<file path="config.mk">
export PLATFORM = sky130hd
export DESIGN_NAME = c1541_track_loader
export DESIGN_NICKNAME = d
export VERILOG_FILES = /design/src/rtl/c1541_pkg.sv /design/src/rtl/c1541_track_map.sv /design/src/rtl/c1541_track_loader.sv
export SDC_FILE = /design/constraint.sdc
export NUM_CORES = 1
export LEC_CHECK = 0
export ABC_AREA = 0
export BUFFER_PORTS_ARGS = -buffer_cell sky130_fd_sc_hd__buf_2
export CAP_MARGIN = 20
export CORE_ASPECT_RATIO = 1.75
export CORE_MARGIN = 3
export CORE_UTILIZATION = 30
export DETAILED_ROUTE_END_ITERATION = 8
export HOLD_SLACK_MARGIN = 0.1
export PLACE_DENSITY = 0.49
export SLEW_MARGIN = 20
export SYNTH_ARGS = -nofsm -noshare
export SYNTH_HDL_FRONTEND = slang
export SYNTH_SLANG_ARGS = --single-unit
</file>
<file path="constraint.sdc">
create_clock -name clk -period 8.95 [get_ports clk]
set_input_delay 1.79 -clock clk [delete_from_list [all_inputs] [get_ports clk]]
set_output_delay 1.79 -clock clk [all_outputs]
set_load 0.03 [all_outputs]
</file>
<file path="src/rtl/c1541_pkg.sv">
// Shared types, constants and track-geometry helpers for the 1541 track loader.
// Tracks are 1-based; each helper expects a track already clamped to 1..MAX_TRACK.
package c1541_pkg;

    localparam int MAX_TRACK = 40;

    typedef enum logic [2:0] {
        IDLE,
        SETTLE,
        WB_REQ,
        WB_WAIT,
        RD_REQ,
        RD_WAIT
    } state_t;

    function automatic logic [5:0] clamp_track(input logic [5:0] t);
        if (t == 6'd0) return 6'd1;
        if (t > 6'(MAX_TRACK)) return 6'(MAX_TRACK);
        return t;
    endfunction

    // The four speed zones of a 1541 disk.
    function automatic logic [4:0] track_sectors(input logic [5:0] t);
        if (t <= 6'd17) return 5'd21;
        if (t <= 6'd24) return 5'd19;
        if (t <= 6'd30) return 5'd18;
        return 5'd17;
    endfunction

    // Block offset of a track: zone base plus a whole number of tracks within the zone.
    function automatic logic [9:0] track_offset(input logic [5:0] t);
        logic [9:0] tw;
        tw = {4'd0, t};
        if (t <= 6'd17) return (tw - 10'd1)  * 10'd21;
        if (t <= 6'd24) return 10'd357 + (tw - 10'd18) * 10'd19;
        if (t <= 6'd30) return 10'd490 + (tw - 10'd25) * 10'd18;
        return 10'd598 + (tw - 10'd31) * 10'd17;
    endfunction

endpackage

</file>
<file path="src/rtl/c1541_track_map.sv">
// Combinational lookup of sector count and starting block for one track.
// The input is clamped here as well, so out-of-range values never index past the table.
module c1541_track_map
    import c1541_pkg::*;
(
    input  logic [5:0] track,
    output logic [4:0] sectors,
    output logic [9:0] offset
);

    logic [5:0] track_c;

    assign track_c = clamp_track(track);
    assign sectors = track_sectors(track_c);
    assign offset  = track_offset(track_c);

endmodule

</file>
<file path="src/rtl/c1541_track_loader.sv">
// Loads the D64 track under the head into the GCR stage buffer, with optional writeback.
// Define C1541_TRACK_WRITEBACK_EN to enable dirty tracking and the WB_REQ/WB_WAIT writeback path.
module c1541_track_loader
    import c1541_pkg::*;
#(
    parameter int SETTLE_CYCLES = 1024
) (
    input  logic        clk,
    input  logic        reset,
    input  logic [5:0]  track,
    input  logic        img_mounted,
    input  logic        img_readonly,
    input  logic        we,
    output logic        busy,
    output logic [31:0] sd_lba,
    output logic [5:0]  sd_blk_cnt,
    output logic        sd_rd,
    output logic        sd_wr,
    input  logic        sd_ack
);

    localparam int CNT_W = $clog2(SETTLE_CYCLES) + 1;
    localparam logic [CNT_W-1:0] CNT_LAST = CNT_W'(SETTLE_CYCLES - 1);

    state_t           state, next_state;
    logic [CNT_W-1:0] settle_cnt;
    logic [5:0]       track_c, settle_track, target_track, loaded_track, map_track;
    logic             loaded_valid, mount_pending;
    logic             loaded_hit, settle_done, wb_needed, rd_in_flight;
    logic [4:0]       map_sectors;
    logic [9:0]       map_offset;

    assign track_c     = clamp_track(track);
    assign loaded_hit  = loaded_valid && (loaded_track == track_c);
    assign busy        = !((state == IDLE) && loaded_hit);
    assign settle_done = (state == SETTLE) && (settle_track == track_c) && (settle_cnt == CNT_LAST);
    assign sd_rd       = (state == RD_REQ);

    // A read still holding the handshake; a mount seen here must not validate the data it returns.
    assign rd_in_flight = (state == RD_REQ) || ((state == RD_WAIT) && sd_ack);

`ifdef C1541_TRACK_WRITEBACK_EN
    logic dirty;

    assign wb_needed = dirty && !img_mounted && !img_readonly;
    assign sd_wr     = (state == WB_REQ);

    always_ff @(posedge clk or posedge reset) begin
        if (reset) begin
            dirty <= 1'b0;
        end else if (img_mounted || img_readonly) begin
            dirty <= 1'b0;
        end else if ((state == WB_WAIT) && !sd_ack) begin
            dirty <= 1'b0;
        end else if (we && !busy) begin
            dirty <= 1'b1;
        end
    end
`else
    logic unused_wb_inputs;

    assign wb_needed        = 1'b0;
    assign sd_wr            = 1'b0;
    assign unused_wb_inputs = we ^ img_readonly;
`endif

    // Writeback addresses the old track; every other lookup targets the new one.
    assign map_track = (state == WB_WAIT) ? target_track :
                       (wb_needed ? loaded_track : track_c);

    c1541_track_map u_map (
        .track   (map_track),
        .sectors (map_sectors),
        .offset  (map_offset)
    );

    // NOTE: sequential state uses non-blocking assignments so every register samples pre-edge values.
    always_ff @(posedge clk or posedge reset) begin
        if (reset) state <= IDLE;
        else       state <= next_state;
    end

    // NOTE: next_state gets its default first, so no path through the case can infer a latch.
    always_comb begin
        next_state = state;
        case (state)
            IDLE:    if (!loaded_hit) next_state = SETTLE;
            SETTLE:  if (settle_done) next_state = wb_needed ? WB_REQ : RD_REQ;
            WB_REQ:  if (sd_ack)      next_state = WB_WAIT;
            WB_WAIT: if (!sd_ack)     next_state = RD_REQ;
            RD_REQ:  if (sd_ack)      next_state = RD_WAIT;
            RD_WAIT: if (!sd_ack)     next_state = IDLE;
            default:                  next_state = IDLE;
        endcase
    end

    always_ff @(posedge clk or posedge reset) begin
        if (reset) begin
            settle_cnt    <= '0;
            settle_track  <= 6'd0;
            target_track  <= 6'd0;
            loaded_track  <= 6'd0;
            loaded_valid  <= 1'b0;
            mount_pending <= 1'b0;
            sd_lba        <= 32'd0;
            sd_blk_cnt    <= 6'd0;
        end else begin
            case (state)
                IDLE: begin
                    if (!loaded_hit) begin
                        settle_track <= track_c;
                        settle_cnt   <= '0;
                    end
                end
                SETTLE: begin
                    if (track_c != settle_track) begin
                        settle_track <= track_c;
                        settle_cnt   <= '0;
                    end else if (settle_cnt != CNT_LAST) begin
                        settle_cnt <= settle_cnt + 1'b1;
                    end
                    if (settle_done) begin
                        target_track <= track_c;
                        sd_lba       <= {22'd0, map_offset};
                        sd_blk_cnt   <= {1'b0, map_sectors} - 6'd1;
                    end
                end
                WB_WAIT: begin
                    // Strobes are both low on this edge, so the address can switch to the read target.
                    if (!sd_ack) begin
                        sd_lba     <= {22'd0, map_offset};
                        sd_blk_cnt <= {1'b0, map_sectors} - 6'd1;
                    end
                end
                RD_WAIT: begin
                    if (!sd_ack) begin
                        loaded_track  <= target_track;
                        loaded_valid  <= !mount_pending;
                        mount_pending <= 1'b0;
                    end
                end
                default: ;
            endcase

            if (img_mounted) begin
                loaded_valid <= 1'b0;
                if (rd_in_flight) mount_pending <= 1'b1;
            end
        end
    end

endmodule

</file>
; Word level (Yosys, flattened, before mapping)
; Index checks and enable logic that the tools add are counted.
[op_classes]
n_addsub = 9
mul = 4
order_cmp = 5
eq_ne = 19
n_mux = 60
bitwise_logic = 1
n_reduce_logical = 21
[op_table]
columns = op, count
row1 = 2-to-1 mux 6 bit, 13
row2 = 2-to-1 mux 32 bit, 2
row3 = case mux 32 bit (2 select lines), 1
row4 = 2-to-1 mux 10 bit, 6
row5 = 2-to-1 mux 11 bit, 3
row6 = "multiplier 10 x 5 -> 10 bit, second input constant", 3
row7 = 2-to-1 mux 5 bit, 6
row8 = case mux 6 bit (2 select lines), 2
row9 = case mux 11 bit (2 select lines), 1
row10 = "subtractor 6 x 5 -> 7 bit, second input constant", 3
row11 = "adder 9 x 10 -> 10 bit, first input constant", 2
row12 = 2-to-1 mux 1 bit, 19
row13 = "<= comparator 6 x 5 -> 1 bit, second input constant", 3
row14 = 2-to-1 mux 3 bit, 6
row15 = case mux 3 bit (6 select lines), 1
row16 = equality test 6 bit, 2
row17 = "greater-than comparator 6 bit, second input constant", 2
row18 = logical NOT 6 bit, 2
row19 = "!= test 2 bit, second input constant", 6
row20 = "adder 11 x 1 -> 11 bit, second input constant", 1
row21 = "equality test 11 x 10 -> 1 bit, second input constant", 1
row22 = "!= test 11 x 10 -> 1 bit, second input constant", 1
row23 = "adder 10 bit, first input constant", 1
row24 = "multiplier 10 x 4 -> 9 bit, second input constant", 1
row25 = other kinds (17), 31
[totals]
regBits = 72
output_inout_bits = 41
wordCells = 128

; Depth between registers and ports, before layout
; Gate-level depths: netlist of run 1.
[logic_depth]
word_depth = 22
ltp_mapped = 23
depth_no_buf = 21

; Cells and area by module
; Synthesis of run 1 repeated with hierarchy kept, for this count alone.
[unflattened]
hier_cells = 585
area_unflattened_um2 = 5268.8
[by_module_without_submodules]
columns = module, instances, cells_each, area_each_um2, seq_area_each_um2
row1 = c1541_track_loader, 1, 269, 2826.5, 1251.2
row2 = c1541_track_map, 1, 316, 2442.3, 0.0

; Least setup slack after synthesis of run 1
; No wires, ideal clock.
[synth_path]
path_type = input to register
from = input port track[2]
to = register sd_lba[9]
setup_time_ns = 0.118
t_arrival_ns = 6.220
required_time_ns = 8.832
path_slack_ns = 2.611
cell_stages = 19
cell_sequence = buf_6 > or4_4 > o221a_4 > nor2_1 > inv_1 > ha_1 > nor3_1 > nor2_1 > ha_1 > ha_1 > fa_1 > ha_1 > a21oi_1 > o21bai_1 > a21oi_1 > xnor2_1 > xnor2_1 > o31ai_2 > a21o_1
[synth_via]
elab_chain_cells = 21
word_cells_on_any_way = 51
classes_between = add/sub: 7 / mul: 4 / order compare: 5 / eq/ne: 2 / mux: 28 / reduce/logical: 5
[synth_rtl]
columns = element, line_no
row1 = "start, declared", c1541_track_loader.sv:10  ; input logic [5:0] track,
row2 = greater-than comparator 6 bit, c1541_pkg.sv:18  ; if (t > 6'(MAX_TRACK)) return 6'(MAX_TRACK);
row3 = 2-to-1 mux 1 bit (2 in a row), c1541_pkg.sv:18
row4 = 2-to-1 mux 6 bit, c1541_pkg.sv:19  ; return t;
row5 = 2-to-1 mux 6 bit (*), c1541_pkg.sv:18
row6 = 2-to-1 mux 6 bit, c1541_track_loader.sv:68  ; assign map_track = (state == WB_WAIT) ? target_track :
row7 = greater-than comparator 6 bit, c1541_pkg.sv:18
row8 = 2-to-1 mux 1 bit (2 in a row), c1541_pkg.sv:18
row9 = 2-to-1 mux 6 bit, c1541_pkg.sv:19
row10 = [... 3 more ...], -
row11 = adder 9 x 10 -> 10 bit or 2-to-1 mux 10 bit (tied branches), "c1541_pkg.sv:35, c1541_pkg.sv:34"
row12 = 2-to-1 mux 10 bit, c1541_pkg.sv:35  ; if (t <= 6'd24) return 10'd357 + (tw - 10'd18) * 10'd19;
row13 = 2-to-1 mux 10 bit, c1541_pkg.sv:36  ; if (t <= 6'd30) return 10'd490 + (tw - 10'd25) * 10'd18;
row14 = 2-to-1 mux 10 bit, c1541_pkg.sv:37  ; return 10'd598 + (tw - 10'd31) * 10'd17;
row15 = 2-to-1 mux 10 bit, c1541_pkg.sv:36
row16 = 2-to-1 mux 10 bit, c1541_pkg.sv:35
row17 = "2-to-1 mux 32 bit, on equally long branches", "c1541_track_loader.sv:130, c1541_track_loader.sv:122"
row18 = case mux 32 bit (2 select lines), c1541_track_loader.sv:108  ; case (state)
row19 = "end signal, assigned", c1541_track_loader.sv:124  ; sd_lba <= {22'd0, map_offset};
row20 = "end signal, assigned", c1541_track_loader.sv:131  ; sd_lba <= {22'd0, map_offset};
row21 = "end, declared", c1541_track_loader.sv:15  ; output logic [31:0] sd_lba,
; Every way passes the cells marked *; elsewhere a longest branch is shown, timed or not. The select of a mux whose other input is x is not followed.
; A chain may end at the register's enable or synchronous reset.

; Final worst setup path of run 1
[layout_path]
from = input port track[5]
to = register sd_lba[9]
; Same word-level chain as after synthesis.

==> results.py, run 1 <==
metrics = {
    "sta": {
        "clock_skew_ns": 0.01093,
        "finalCritPeriodShare_pct": 75.17,
        "period_minus_slack_ns": 6.727,
        "tightest_slew_ns": 0.8681,
        "drv_slew": 0,
        "finalSetupViolations": 0,
        "setup_tns_ns": 0,
        "slew_headroom_pct": 42.06,
        "max_freq_mhz": 148.6,
        "holdWs_ns": 0.4594,
        "rsz0062_at_grt": "no",
        "hold_viol": 0,
    },
    "logic_synthesis": {
        "synth_cells": 567,
        "synth_common_cells": "ha_1 (63), inv_1 (52), dfrtp_1 (49)",
        "synth_area_um2": 5034,
        "synth_area_leader_cell": "dfrtp_1",
        "yosysWarnings": 0,
        "avgSynthCellArea_um2": 8.878,
        "synthArstFlopShare_pct": 100.0,
        "synth.distinct_cells": 73,
        "ys.flop_type": "dfrtp_1",
        "synthTopCellsByArea": "dfrtp_1 (24%), ha_1 (16%), xnor2_1 (7.3%)",
        "ys_ff_latch": 49,
        "synthMostInstantiatedCell": "ha_1",
        "seq_area_frac_synth_pct": 24.36,
        "synth_top_area_share_pct": 24.36,
        "synth_edf_count": 0,
    },
    "cts": {
        "clkTransAtPathRegs_ns": 0.07,
        "clk_path_buf_depth": 2,
        "post-cts-setup-buffers": 0,
        "cts-root-buf": "clkbuf_16",
        "cts_resized": 0,
        "cts_buffers": 5,
        "htreeDepth": 2,
        "cts_sinks": 49,
        "cts_hold_buffers": 0,
        "tritoncts": "yes",
        "clock_latency_ns": 0.29,
    },
    "route": {
        "drt_iter0_markers": 213,
        "drt-total-wl_um": 13160,
        "final_antenna_net_count": 0,
        "avgRoutedWirePerCell_um": 16.22,
        "first_pass_iters": 4,
        "vias_per_cell": 4.970,
        "drc": 0,
        "routed-via-count": 4031,
    },
    "layout": {
        "final_area_um2": 5434,
        "nets": 673,
        "drive_gt1_share_pct": 11.93,
        "finalNonFillerCells": 811,
        "antenna-diode-count": 0,
        "area_growth_pct": 7.954,
    },
    "power": {
        "vdd_drop_max_mv": 0.08810,
        "power_density_nw_per_um2": 163.2,
        "p_leak_nw": 2.576,
    },
    "place": {
        "gp_congestion": 0.9006,
        "placed_cells": 803,
        "hpwl_um": 10880,
        "port_buffers": 26,
        "dpl-instance-area_um2": 5283,
    },
    "min_path": {
        "min_to": "sd_blk_cnt[4]",
        "whs_path_depth": 1,
        "worstHoldPathType": "reg -> reg",
        "worstHoldStart": "sd_blk_cnt[4]",
    },
    "status": {
        "outcome": "completed",
    },
    "setup_path": {
        "cp-end-kind": "flip-flop",
        "crit_path_max_fanout": 13,
        "setup.worst_path.class": "in -> reg",
        "cp.arrival_ns": 6.97,
        "cp_data_required_time_ns": 9.19,
        "r2r_cells": 19,
        "r2r_start": "state[2]",
        "cp-start-kind": "primary input",
        "timing.rr.end": "sd_lba[9]",
        "r2r_setup_slack_ns": 3.31,
    },
    "die": {
        "die-area_um2": 18430,
        "die_width_um": 103.9,
        "start_util_pct": 30.61,
        "die_height_um": 177.4,
        "row_count": 62,
        "ios": 53,
        "core_um2": 16450,
    },
    "grt": {
        "grt_pass1_vias": 4283,
        "grt_antenna_before_repair": 0,
        "grt_pass1_wl_um": 21620,
        "overflow": 0,
        "grt_usage_pct": 14.51,
        "grt_max_degree": 50,
    },
    "flow_run": {
        "drv_cap": 0,
    },
}
-- layout by cell type (no fill, tap or decap), types with 3 or more instances in the layout --
| cell type | n |
|---|---|
| a21o_1 | 10 |
| nand4_1 | 3 |
| mux2i_1 | 3 |
| o21ai_0 | 25 |
| inv_1 | 51 |
| a221oi_1 | 4 |
| ha_1 | 63 |
| dfrtp_1 | 49 |
| o21ai_1 | 6 |
| buf_2 | 26 |
| a21oi_2 | 3 |
| a211oi_1 | 5 |
| nor2_2 | 4 |
| nor2_1 | 39 |
| nand3_1 | 15 |
| nand2_1 | 39 |
| xnor2_1 | 42 |
| and3_1 | 6 |
| nor3_1 | 10 |
| xor2_1 | 15 |
| mux2_2 | 9 |
| a21oi_1 | 37 |
| conb_1 | 24 |
| o21a_1 | 3 |
| o21bai_1 | 3 |
| fa_1 | 12 |
| a21boi_0 | 3 |
| nor2b_1 | 6 |
| nor3b_1 | 3 |
| clkbuf_16 | 5 |
| a31oi_1 | 6 |
| buf_4 | 3 |
-- per-layer routing --
layer	vias to the layer above	track usage (%)	part of all wire, %
met4	0	8.209	4.8
met5	-	0	0
met3	32	1.238	2.4
met1	1938	14.43	36
met2	92	29.02	56
li1	1969	-	-
-- sequential cells by signal (all words and copies together) (netlist names) --
register,count
loaded_track,6
loaded_valid,1
mount_pending,1
sd_blk_cnt,5
sd_lba,10
settle_cnt,11
settle_track,6
state,3
target_track,6
-- logic make-up after synthesis --
group | synth area share (%)
and+or+nand+nor | 13.95
AOI/OAI and AO/OA | 18.99
buffers and inverters | 9.247
adders and majority gates | 20.63
xor gates and xnor gates | 9.918
DFF | 24.36
muxes | 2.834
other | 0.07450
-- critical path: stages --
cell and delay [ns]:
buf_2 0.22, o21ai_1 0.10, buf_4 0.19, and3_2 0.22
nor2_1 0.40, ha_1 0.32, inv_1 0.10, nor2_1 0.11
nor2_1 0.05, nor2_1 0.20, ha_1 0.31, ha_1 0.31
fa_1 0.47, ha_1 0.37, nand3_1 0.09, o211ai_1 0.11
o41ai_1 0.44, xor2_1 0.33, nor2_1 0.08, o32ai_1 0.54
a21o_1 0.19
-- power breakdown --
group	total [W]	switching, W	internal [W]
combinational	0.000468	0.000282	0.000186
clock	0.000190	0.0000851	0.000105
sequential	0.000229	0.00000286	0.000226
-- metrics by stage --
stage                     power [W]  util (%)  setup WS (ns)
after floorplan           0.0005891         -          2.611
after global placement    0.0006923     32.12          2.012
after detailed placement  0.0007000     32.12          1.881
after CTS                 0.0008977     33.03          2.199
after global routing      0.0009582     33.04          2.028
final                     0.0008869     33.04          2.223
-- layout make-up --
| cell class | count | area, um2 |
|---|---|---|
| tap | 224 | 280.3 |
| sequential | 49 | 1226 |
| clock buffer | 5 | 125.1 |
| fill | 1765 | 11010 |
| clock inverter | 3 | 25.02 |
| multi-input combinational | 449 | 3428 |
| inverter | 52 | 196.4 |
| timing repair buffer | 29 | 152.6 |
-- worst max-delay path by stage --
stage | from | endpoint | depth (start not counted)
after floorplan | track[2] | sd_lba[9] | 19
after global placement | track[5] | sd_lba[9] | 22
after detailed placement | track[5] | sd_lba[9] | 21
after CTS | track[5] | sd_lba[9] | 21
after global routing | track[5] | sd_lba[9] | 21
final | track[5] | sd_lba[9] | 21
Power figures use the tool's default switching activity.
==> inputs of run 2 (changes only) <==
- ABC_AREA: 0 -> 1
- clock period: 8.95 -> 6.71 ns (I/O delays scaled with it)
==> results.py, run 2 <==
metrics = {
    "cts": {
        "tritoncts": "yes",
        "cts_sinks": 49,
        "cts_resized": 0,
        "clk_path_buf_depth": 2,
        "cts_buffers": 5,
        "clock_latency_ns": 0.29,
        "post-cts-setup-buffers": 0,
        "clkTransAtPathRegs_ns": 0.07,
        "cts-root-buf": "clkbuf_16",
        "htreeDepth": 2,
        "cts_hold_buffers": 0,
    },
    "sta": {
        "clock_skew_ns": 0.007113,
        "tightest_slew_ns": 0.6775,
        "max_freq_mhz": 164.1,
        "slew_headroom_pct": 54.83,
        "setup_tns_ns": 0,
        "finalSetupViolations": 0,
        "hold_viol": 0,
        "drv_slew": 0,
        "rsz0062_at_grt": "no",
        "period_minus_slack_ns": 6.093,
        "finalCritPeriodShare_pct": 90.80,
    },
    "power": {
        "p_leak_nw": 3.024,
        "total_power_w": 0.001619,
        "vdd_drop_max_mv": 0.1640,
        "power_density_nw_per_um2": 276.0,
    },
    "min_path": {
        "whs_path_depth": 1,
        "worstHoldPathType": "reg -> reg",
        "worstHoldStart": "mount_pending",
    },
    "die": {
        "row_count": 64,
        "start_util_pct": 30.76,
        "die_height_um": 183.4,
        "core_um2": 17540,
        "die_width_um": 107.4,
        "die-area_um2": 19690,
        "ios": 53,
    },
    "setup_path": {
        "cp.arrival_ns": 6.27,
        "crit_path_max_fanout": 9,
        "cp_slowest_cell": "fa_1",
        "path_common_cell": "nand2_1",
        "cp_data_required_time_ns": 6.89,
        "critPathMaxStageDelay_ns": 0.46,
        "setup.worst_path.class": "in -> reg",
        "cp-start-kind": "primary input",
        "r2r_start": "state[1]",
        "cp-end-kind": "flip-flop",
        "r2r_cells": 29,
        "critPathLaunch": "track[5]",
    },
    "logic_synthesis": {
        "synthTopCellsByArea": "dfrtp_1 (23%), ha_1 (15%), nand2_1 (11%)",
        "synth_cells": 721,
        "synthArstFlopShare_pct": 100.0,
        "synth_area_um2": 5395,
        "synth_area_leader_cell": "dfrtp_1",
        "avgSynthCellArea_um2": 7.483,
        "synth_common_cells": "nand2_1 (153), inv_1 (97), ha_1 (63)",
        "synth_top_area_share_pct": 22.73,
        "synthMostInstantiatedCell": "nand2_1",
        "synth.distinct_cells": 55,
        "synth_edf_count": 0,
        "ys.flop_type": "dfrtp_1",
        "seq_area_frac_synth_pct": 22.73,
        "ys_ff_latch": 49,
        "yosysWarnings": 0,
    },
    "route": {
        "routed-via-count": 4533,
        "drc": 0,
        "avgRoutedWirePerCell_um": 14.13,
        "drt-total-wl_um": 13940,
        "final_antenna_net_count": 0,
        "drt_iter0_markers": 122,
        "vias_per_cell": 4.593,
        "first_pass_iters": 4,
    },
    "grt": {
        "grt_pass1_vias": 4721,
        "grt_antenna_before_repair": 0,
        "grt_pass1_wl_um": 23030,
        "grt_usage_pct": 14.82,
        "grt_max_degree": 50,
        "overflow": 0,
    },
    "layout": {
        "antenna-diode-count": 0,
        "regMostFlops": "settle_cnt",
        "reg_top3": "settle_cnt x11, sd_lba x10",
        "area_growth_pct": 8.720,
        "finalNonFillerCells": 987,
        "layout_commonest_cell": "nand2_1",
        "largest_reg_flops": 11,
        "layout_common_cells": "nand2_1 (153), inv_1 (96), ha_1 (63)",
        "nets": 842,
        "fin_util_pct": 33.45,
        "drive_gt1_share_pct": 14.42,
    },
    "status": {
        "outcome": "completed",
    },
    "place": {
        "gp_congestion": 0.7933,
        "port_buffers": 26,
        "placed_cells": 979,
        "hpwl_um": 11750,
    },
    "flow_run": {
        "drv_cap": 0,
    },
}
[run 2: cell types whose count changed after synthesis, sizes merged, moves of 12 or more]
cell   previous run  this run
inv              52       115
nor2             43        56
xor2             15        27
xnor2            42        14
nand3            15        41
nand2            39       170
[run 2: logic make-up after synthesis]
group                      after synthesis  share of synthesized area [%]
and+or+nand+nor                        304                          26.39
buffers and inverters                  148                          12.82
AOI/OAI and AO/OA                      103                          12.27
adders and majority gates               75                          19.06
DFF                                     49                          22.73
xor gates and xnor gates                41                          6.656
other                                    1                        0.06951
[run 2: layout make-up]
| cell class | instances | area, um2 |
|---|---|---|
| fill | 1918 | 11670 |
| multi-input combinational | 547 | 3563 |
| sequential | 49 | 1226 |
| inverter | 115 | 434.2 |
| tap | 231 | 289.0 |
| timing repair buffer | 37 | 212.7 |
| clock buffer | 7 | 132.6 |
| clock inverter | 1 | 7.507 |
[run 2: worst paths after layout]
| path | end | slack [ns] |
|---|---|---|
| max | sd_lba[9] | 0.62 |
| min | loaded_valid | 0.45 |
| max reg2reg | sd_lba[9] | 1.19 |
| min reg2reg | loaded_valid | 0.45 |
| max in group asynchronous | target_track[4] | 5.03 |
| min in group asynchronous | settle_cnt[5] | 1.23 |
[run 2: layer usage]
metal	vias up	global-route usage [%]	part of all wire, %
met5	-	0	0
met4	0	5.511	3.3
met3	22	1.303	1.9
met2	70	31.13	60
met1	2093	14.29	35
li1	2348	-	-
[run 2: through the flow]
step / area (um2) / hold WS (ns) / setup WS [ns]
after floorplan: 5482 / 0.4253 / 0.9791
after global placement: 5725 / 0.4464 / 0.2506
after detailed placement: 5725 / 0.4433 / 0.2551
after CTS: 5866 / 0.4563 / 0.5554
after global routing: 5866 / 0.4748 / 0.08617
final: 5866 / 0.4507 / 0.6172
[run 2: worst max-delay path, delay by kind of cell]
family	cells	cell delay, ns
fa+ha+maj	5	1.69
simple gates	15	1.73
xor+xnor	2	0.46
buf+inv	5	0.56
compound gates	4	0.49
[run 2: where the power goes]
group / total (W) / switching, W / internal, W / leakage, nW
combinational: 0.000977 / 0.000629 / 0.000348 / 2.32
sequential: 0.000385 / 0.0000347 / 0.000351 / 0.644
clock: 0.000257 / 0.000118 / 0.000139 / 0.0641
total: 0.00162 / 0.000781 / 0.000837 / 3.02
==> inputs of run 3 (changes only) <==
- ABC_AREA: 1 -> default
==> results.py, run 3 (synthesis gave the netlist of run 1 again) <==
metrics = {
    "sta": {
        "slew_headroom_pct": 42.11,
        "finalCritPeriodShare_pct": 86.74,
        "finalSetupViolations": 0,
        "period_minus_slack_ns": 5.820,
        "hold_viol": 0,
        "holdWs_ns": 0.4637,
        "drv_slew": 0,
        "clock_skew_ns": 0.008066,
        "tightest_slew_ns": 0.8673,
        "rsz0062_at_grt": "no",
        "max_freq_mhz": 171.8,
        "setup_tns_ns": 0,
    },
    "route": {
        "avgRoutedWirePerCell_um": 16.01,
        "vias_per_cell": 4.911,
        "routed-via-count": 4007,
        "final_antenna_net_count": 0,
        "first_pass_iters": 4,
        "drc": 0,
        "drt-total-wl_um": 13070,
        "drt_iter0_markers": 175,
    },
    "cts": {
        "cts_hold_buffers": 0,
        "clkTransAtPathRegs_ns": 0.07,
        "cts_resized": 0,
        "tritoncts": "yes",
        "cts_sinks": 49,
        "cts-root-buf": "clkbuf_16",
        "htreeDepth": 2,
        "post-cts-setup-buffers": 0,
        "cts_buffers": 5,
        "clk_path_buf_depth": 2,
        "clock_latency_ns": 0.29,
    },
    "setup_path": {
        "critPathMaxStageDelay_ns": 0.58,
        "path_common_cell": "ha_1",
        "setup.worst_path.class": "in -> reg",
        "cp-start-kind": "primary input",
        "critical_path_buf_inv_count": 2,
        "cp_slowest_cell": "or4_4",
        "cp.arrival_ns": 6.01,
        "cp-end-kind": "flip-flop",
        "crit_chain": "buf_2 > or4_4 > o221a_4 > nor2_1 > inv_1 > ha_1 > a21boi_0 > nor2_1 > ha_1 > ha_1 > fa_1 > ha_1 > a21oi_1 > o21bai_1 > a21oi_1 > xnor2_1 > xnor2_1 > o31ai_2 > a21o_1",
        "crit_family": "adder cells",
        "crit_path_max_fanout": 10,
        "cp_data_required_time_ns": 6.90,
    },
    "die": {
        "start_util_pct": 30.61,
        "ios": 53,
        "core_um2": 16450,
        "die_width_um": 103.9,
        "die_height_um": 177.4,
        "die-area_um2": 18430,
        "row_count": 62,
    },
    "grt": {
        "grt_max_degree": 50,
        "grt_pass1_wl_um": 21360,
        "grt_pass1_vias": 4208,
        "grt_antenna_before_repair": 0,
        "overflow": 0,
        "grt_usage_pct": 14.39,
    },
    "layout": {
        "drive_gt1_share_pct": 12.67,
        "layout_commonest_cell": "ha_1",
        "regArea_um2": 1226,
        "fillers": 1784,
        "layout_common_cells": "ha_1 (63), inv_1 (51), dfrtp_1 (49)",
        "largest_reg_flops": 11,
        "regMostFlops": "settle_cnt",
        "area_growth_pct": 8.625,
        "fin_util_pct": 33.25,
        "reg_top3": "settle_cnt x11, sd_lba x10",
        "nets": 678,
        "multi_input_area_um2": 3428,
        "antenna-diode-count": 0,
    },
    "status": {
        "outcome": "completed",
    },
    "place": {
        "hpwl_um": 10800,
        "gp_congestion": 0.9173,
        "port_buffers": 26,
    },
    "power": {
        "p_leak_nw": 2.599,
        "power_density_nw_per_um2": 216.3,
        "vdd_drop_max_mv": 0.1189,
    },
    "flow_run": {
        "drv_cap": 0,
    },
    "min_path": {
        "worstHoldPathType": "reg -> reg",
    },
}
-- run 3: path summary, 6_finish.rpt --
kind	slack [ns]	end	cells after the start	start
min in group asynchronous	1.20	settle_cnt[8]	2	reset
setup / recovery	0.89	sd_lba[9]	19	track[2]
hold reg to reg	0.46	sd_blk_cnt[4]	1	sd_blk_cnt[4]
max in group asynchronous	5.00	target_track[4]	2	reset
setup reg to reg	1.54	sd_lba[9]	17	state[2]
hold / removal	0.46	sd_blk_cnt[4]	1	sd_blk_cnt[4]
-- run 3: layout make-up --
cell class              count  area share, %
multi-input cells         449          62.70
repair buffers             34          3.478
inverters                  52          3.593
clock inverters             3         0.3890
flip-flops and latches     49          22.43
clock buffers               5          2.288
well taps                 224          5.126
-- run 3: stage by stage --
| stage | setup WS, ns | cell area, um2 | total power [W] | instances |
|---|---|---|---|---|
| final | 0.8900 | 5468 | 0.001183 | 816 |
| after global routing | 0.5867 | 5468 | 0.001276 | 816 |
| after CTS | 0.8460 | 5466 | 0.001197 | 816 |
| after detailed placement | 0.5463 | 5320 | 0.0009343 | 808 |
| after global placement | 0.5600 | 5320 | 0.0009273 | 808 |
| after floorplan | 0.8194 | 5120 | 0.0007858 | 590 |
-- run 3: layer usage --
| metal | global-route usage [%] | up-vias | routed length, um |
|---|---|---|---|
| met1 | 14.87 | 1948 | 4884 |
| met3 | 1.347 | 22 | 240 |
| li1 | - | 1976 | - |
| met5 | 0 | - | 0 |
| met2 | 28.80 | 61 | 7396 |
| met4 | 6.545 | 0 | 544 |
-- run 3: power breakdown --
| group | leakage (nW) | internal [W] | switching, W |
|---|---|---|---|
| sequential | 0.643 | 0.000301 | 0.00000360 |
| combinational | 1.89 | 0.000253 | 0.000372 |
| clock | 0.0702 | 0.000139 | 0.000114 |
| total | 2.60 | 0.000693 | 0.000489 |
-- run 3: worst register-to-register path, delay by kind of cell (launching register included) --
| family | cells | cell delay, ns |
|---|---|---|
| fa+ha+maj | 4 | 1.47 |
| compound gates | 5 | 1.48 |
| buf+inv | 2 | 0.30 |
| simple gates | 4 | 0.70 |
| flops | 1 | 0.47 |
| xor+xnor | 2 | 0.70 |
